--- src/rtl/lsu_mem_arb.sv ---
// Serialises the two LSU lanes of a bundle onto one shared data-memory port,
// lane 0 first, with one access outstanding and a response timeout.
module lsu_mem_arb #(
    parameter int unsigned TIMEOUT = 64
) (
    input  logic        clk_i,
    input  logic        rst_ni,
    input  logic [1:0]  lane_req_i,
    input  logic [1:0]  lane_we_i,
    input  logic [3:0]  lane_size_i,
    input  logic [63:0] lane_addr_i,
    input  logic [63:0] lane_wdata_i,
    output logic        stall_o,
    output logic [63:0] lane_rdata_o,
    output logic [1:0]  lane_rvalid_o,
    output logic        mem_req_o,
    output logic        mem_we_o,
    output logic [1:0]  mem_size_o,
    output logic [31:0] mem_addr_o,
    output logic [31:0] mem_wdata_o,
    input  logic        mem_gnt_i,
    input  logic        mem_rvalid_i,
    input  logic [31:0] mem_rdata_i,
    output logic        err_o
);

    typedef enum logic [1:0] {IDLE, ISSUE, WAIT} state_e;

    state_e      state_q;
    logic [1:0]  pending_q;
    logic        cur_q;
    logic [7:0]  timer_q;
    logic        err_q;
    logic [63:0] laneRdata_q;
    logic [1:0]  laneRvalid_q;

    logic        curWe;
    logic        timedOut;
    logic        respValid;
    logic        otherPending;
    logic        issuing;
    logic [31:0] respData;

    always_comb begin
        curWe        = lane_we_i[cur_q];
        timedOut     = (state_q == WAIT) && !mem_rvalid_i && (timer_q == 8'(TIMEOUT - 1));
        respValid    = (state_q == WAIT) && (mem_rvalid_i || timedOut);
        otherPending = !cur_q && pending_q[1];
        issuing      = rst_ni && (state_q == ISSUE);
        respData     = timedOut ? 32'd0 : mem_rdata_i;

        // Lane fields are read live; upstream holds them while stalled.
        mem_req_o    = issuing;
        mem_we_o     = 1'b0;
        mem_size_o   = 2'b00;
        mem_addr_o   = 32'd0;
        mem_wdata_o  = 32'd0;
        if (issuing) begin
            mem_we_o    = curWe;
            mem_size_o  = cur_q ? lane_size_i[3:2]   : lane_size_i[1:0];
            mem_addr_o  = cur_q ? lane_addr_i[63:32]  : lane_addr_i[31:0];
            mem_wdata_o = cur_q ? lane_wdata_i[63:32] : lane_wdata_i[31:0];
        end

        stall_o = rst_ni && (((state_q == IDLE) && (lane_req_i != 2'b00)) ||
                             (state_q == ISSUE) ||
                             ((state_q == WAIT) && !(respValid && !otherPending)));
    end

    always_ff @(posedge clk_i) begin
        if (!rst_ni) begin
            state_q      <= IDLE;
            pending_q    <= 2'b00;
            cur_q        <= 1'b0;
            timer_q      <= 8'd0;
            err_q        <= 1'b0;
            laneRdata_q  <= 64'd0;
            laneRvalid_q <= 2'b00;
        end else begin
            laneRvalid_q <= 2'b00;
            case (state_q)
                IDLE: begin
                    if (lane_req_i != 2'b00) begin
                        pending_q <= lane_req_i;
                        cur_q     <= !lane_req_i[0];
                        state_q   <= ISSUE;
                    end
                end
                ISSUE: begin
                    if (mem_gnt_i) begin
                        timer_q <= 8'd0;
                        state_q <= WAIT;
                    end
                end
                WAIT: begin
                    timer_q <= timer_q + 8'd1;
                    if (respValid) begin
                        pending_q[cur_q]    <= 1'b0;
                        laneRvalid_q[cur_q] <= 1'b1;
                        // Stores complete without touching the lane's load data.
                        if (!curWe) begin
                            if (cur_q) laneRdata_q[63:32] <= respData;
                            else       laneRdata_q[31:0]  <= respData;
                        end
                        if (timedOut) err_q <= 1'b1;
                        if (otherPending) begin
                            cur_q   <= 1'b1;
                            state_q <= ISSUE;
                        end else begin
                            state_q <= IDLE;
                        end
                    end
                end
                default: state_q <= IDLE;
            endcase
        end
    end

    assign lane_rdata_o  = laneRdata_q;
    assign lane_rvalid_o = laneRvalid_q;
    assign err_o         = err_q;

endmodule

--- config.mk ---
export PLATFORM = sky130hd
export DESIGN_NAME = lsu_mem_arb
export DESIGN_NICKNAME = d
export VERILOG_FILES = /design/src/rtl/lsu_mem_arb.sv
export SDC_FILE = /design/constraint.sdc
export NUM_CORES = 1
export LEC_CHECK = 0
export CAP_MARGIN = 20
export CELL_PAD_IN_SITES_DETAIL_PLACEMENT = 0
export CELL_PAD_IN_SITES_GLOBAL_PLACEMENT = 1
export CORE_UTILIZATION = 23
export DETAILED_ROUTE_END_ITERATION = 12
export PLACE_DENSITY_LB_ADDON = 0.3
export SYNTH_ARGS = -nofsm -noshare
export SYNTH_HDL_FRONTEND = slang
export SYNTH_SLANG_ARGS = --single-unit
--- constraint.sdc ---
create_clock -name clk_i -period 3.6 [get_ports clk_i]
set_input_delay 0.9 -clock clk_i [delete_from_list [all_inputs] [get_ports clk_i]]
set_output_delay 0.9 -clock clk_i [all_outputs]
set_load 0.02 [all_outputs]
# == Word-level counts from Yosys, hierarchy flattened ==
# Cells that the tools add are included.
# totals
regBits,80
inputBits,172
out_inout_bits,136
elab_cells,78
# classes
addsub,1
n_lt_le_gt_ge,2
eq_ne,7
n_mux,26
bitwise_logic,4
n_reduce_logical,30
# ops
operator,n
$mux 32,5
$pmux 8 s2,1
$mux 2,7
$reduce_and 3->1,4
$reduce_and 4->1,3
$logic_and 1x1->1,10
$add 8x1->8 const B,1
$eq 8x6->1 const B,1
$mux 1,8
$mux 8,1
$ne 2x2->1 const B,3
$pmux 2 s3,1
$reduce_bool 2->1,3
$logic_not 1->1,5
$pmux 2 s2,1
$logic_or 1x1->1,3
$and 2x2->2,1
$eq 2x1->1 const B,1
$eq 2x2->1 const B,1
$logic_not 2->1,1
$lt 1x2->1 const B,1
$ne 2x1->1 const B,1
$not 1->1,2
$not 2->2,1
4 further kinds,4

# == Depth between registers and ports, before layout ==
# logic_depth
word_depth,10
mapped_depth,7
ltp_nobuf,5

# == Worst setup path after synthesis ==
# No wires, ideal clock.
# synth_path
path_kind,in2out
start,input rst_ni
end,output mem_wdata_o[12]
arrival_ps,2413
t_required_ps,2700
path_slack_ps,287
cell_stages,7
n_path_buf,4
path_cell_list,clkbuf_1 inv_2 or3_1 clkbuf_1 clkbuf_1 clkbuf_1 nor2_1
# synth_via
elab_chain_cells,2
# synth_rtl
element,line,source
"start, declared",7,"input logic rst_ni,"
$logic_and 1x1->1,49,issuing = rst_ni && (state_q == ISSUE);
$mux 32,58,if (issuing) begin
"end, declared",20,"output logic [31:0] mem_wdata_o,"
# Every way passes these cells.

# == Worst setup path in the final report ==
# layout_path
start,input rst_ni
end,output mem_wdata_o[14]
# Same word-level chain as after synthesis.

==> load_flow_metrics.sql <==
INSERT INTO impl_metrics (metric_group, metric, value, unit) VALUES
('run_status', 'status', 'finished clean', ''),
('detailed_routing', 'route.antenna.remaining_nets', '0', ''),
('synth', 'seq_area_frac_synth', '37.8', '%'),
('worst_setup_path', 'critical_path_required', '2.70', 'ns'),
('floorplanning', 'core.rowCount', '48', ''),
('worst_setup_path', 'r2r-end', 'lane_rdata_o[39]', ''),
('sta', 'hold_viol', '0', ''),
('sta', 'period_share', '96.6', '%'),
('sta', 'rsz0062_at_grt', 'no', ''),
('worst_setup_path', 'crit-reg2reg-launch', 'timer_q[0]', ''),
('global_route', 'antenna_found_initial', '0', ''),
('floorplanning', 'chipWidth', '137', 'µm'),
('global_route', 'global_route.overflow_total', '0', ''),
('finish', 'antennaDiodeCount', '0', ''),
('floorplanning', 'top_level_ports', '308', ''),
('sta', 'worst_slack', '0.123', 'ns'),
('detailed_routing', 'drc', '0', ''),
('worst_setup_path', 'crit_family', 'buffers and inverters', ''),
('clocking', 'insertion_delay', '0.33', 'ns'),
('clocking', 'tritoncts', 'yes', ''),
('placement', 'placement.setup.worst_slack', '0.0925', 'ns'),
('worst_setup_path', 'slowest_delay', '0.64', 'ns'),
('sta', 'fin_setup_tns', '0', 'ns'),
('finish', 'layout.cells.most_common', 'sky130_fd_sc_hd__clkdlybuf4s50_1', ''),
('global_route', 'first_global_vias', '4479', ''),
('clocking', 'path_clk_slew', '0.06', 'ns'),
('synth', 'yosys_warnings', '0', ''),
('sta', 'tightestPinTransition', '0.754', 'ns'),
('synth', 'ys_dominant_reg_cell', 'sky130_fd_sc_hd__dfxtp_1', ''),
('sta', 'final.min_clock_period', '3.48', 'ns'),
('placement', 'dpl.hpwl', '13.7', 'mm'),
('clocking', 'numClockSinks', '79', ''),
('synth', 'synth_fp_nets', '657', ''),
('min_path', 'holdCritStartpoint', 'lane_rdata_o[14]', ''),
('finish', 'final_layout_size_suffix_gt1_share', '6.41', '%'),
('worst_setup_path', 'cp.arrival', '2.58', 'ns'),
('finish', 'layout_common_cells', '297 x sky130_fd_sc_hd__clkdlybuf4s50_1, 131 x sky130_fd_sc_hd__mux2i_1, 104 x sky130_fd_sc_hd__nand2_1', ''),
('detailed_routing', 'drt_pre_antenna_iters', '4', ''),
('synth', 'flip_flop_and_latch_count_after_synthesis', '79', ''),
('detailed_routing', 'wirelength', '17.3', 'mm'),
('clocking', 'clock_buffers_created_by_tritoncts', '9', ''),
('synth', 'syn_avg_cell_area', '8.64', 'µm²'),
('sta', 'maxSlewViolCount', '0', ''),
('clocking', 'cts_root_cell', 'sky130_fd_sc_hd__clkbuf_16', ''),
('finish', 'post-route-cell-area', '7880', 'µm²'),
('floorplanning', 'core_area', '17500', 'µm²'),
('sta', 'max-slew-margin-rel', '49.7', '%'),
('finish', 'final_cells', '1005', ''),
('floorplanning', 'dieArea', '18700', 'µm²'),
('worst_setup_path', 'cp-end-kind', 'output pin', ''),
('worst_setup_path', 'worst-path-max-fanout', '68', ''),
('worst_setup_path', 'worstSetupPathType', 'input port to output pin', ''),
('global_route', 'grt_start_max_net_pins', '72', ''),
('power_and_ir_drop', 'max_vdd_drop', '0.000225', 'V'),
('synth', 'async_flop_share', '0', '%'),
('detailed_routing', 'total_via_count_in_the_routed_design', '4463', ''),
('worst_setup_path', 'regToRegSetupSlack', '1.17', 'ns'),
('global_route', 'grt_first_pass_wirelength', '25.0', 'mm'),
('placement', 'port-buffer-count', '307', ''),
('synth', 'synth.lib_cells_used.distinct', '39', ''),
('placement', 'place_area', '7520', 'µm²'),
('clocking', 'clockBufferDepth', '2', ''),
('min_path', 'min-delay-path-class', 'flip-flop to flip-flop', ''),
('synth', 'combined_area_of_all_synthesized_cells', '4180', 'µm²'),
('min_path', 'hold_depth', '2', ''),
('finish', 'flow.area_growth_from_synthesis', '88.3', '%'),
('worst_setup_path', 'timing.critical_path.buf_inv', '4', ''),
('sta', 'clock.fmax', '288', 'MHz'),
('run', 'drv_cap', '0', ''),
('worst_setup_path', 'critical_path.startpoint_type', 'input port', ''),
('power_and_ir_drop', 'power', '2.65', 'mW');
==> routing by layer <==
layer  vias to the layer above  part of all wire [%]  global-route usage [%]
li1                       2211                     -                       -
met1                      2047                    37                    18.7
met2                       185                    54                    34.6
met3                        20                   7.3                    4.81
met4                         0                   1.8                    5.19
met5                         -                     0                       0
==> timing repair <==
item / CTS / global route
setup endpoints to repair: 0 / 6
resized for setup: 0 / 1
buffers inserted: 0 / 0
==> through the flow <==
stage	hold WS [ns]	util [%]
detailed placement	0.451	42.9
global route	0.469	44.9
CTS	0.460	44.9
finish	0.456	44.9
global placement	0.442	42.9
floorplan	0.472	-
==> worst reg2reg max path: cells and delay by family, from the launching register on <==
kind            cells  cell delay (ns)
fa+ha+maj           1             0.26
buf+inv             1             0.18
flops               1             0.39
mux                 1             0.27
compound gates      1             0.07
simple gates        2             1.12
==> power breakdown <==
part | switching, mW | internal (mW) | leakage (nW)
clock network | 0.364 | 0.702 | 0.175
logic | 0.297 | 0.376 | 2.25
registers | 0.0253 | 0.886 | 0.638
==> final cells by class <==
class                           instances  area (µm²)
Timing Repair Buffer                  318        3240
Clock inverter                          6         115
Fill cell                            1645        9660
Multi-Input combinational cell        361        2390
Tap cell                              225         282
Sequential cell                        79        1590
Clock buffer                           10         239
Inverter                                6        22.5
==> cell families after synthesis <==
group                      after synthesis  synth area share (%)
and+or+nand+nor                        202                  20.1
muxes                                  132                  31.6
DFF                                     79                  37.8
buffers and inverters                   44                  5.50
AOI/OAI and AO/OA                       23                  4.04
xor gates and xnor gates                 3                 0.628
adders and majority gates                1                 0.299
==> worst max-delay path by stage <==
stage	from	endpoint	slack [ns]
floorplan	rst_ni	mem_wdata_o[12]	0.29
global placement	rst_ni	mem_wdata_o[13]	0.08
detailed placement	rst_ni	mem_wdata_o[12]	0.09
CTS	state_q[0]	mem_wdata_o[12]	0.06
global route	rst_ni	mem_wdata_o[14]	0.05
finish	rst_ni	mem_wdata_o[14]	0.12
==> registers in the layout, indices dropped and copies added, names as in the netlist <==
name	flops
lane_rvalid_o	2
state_q	2
timer_q	8
err_o	1
pending_q	1
cur_q	1
lane_rdata_o	64
==> Yosys cell counts (all sizes together), types with 3 or more instances <==
library cell | n | share of area [%]
nor3 | 5 | 0.60
inv | 6 | 0.54
clkbuf | 22 | 2.0
nand4 | 4 | 0.60
a21oi | 9 | 1.3
mux2i | 131 | 31
and3 | 3 | 0.48
buf | 16 | 3.0
xor2 | 3 | 0.63
dfxtp | 79 | 38
nor2 | 77 | 6.9
nand2 | 104 | 9.3
Power figures use the tool's default switching activity.
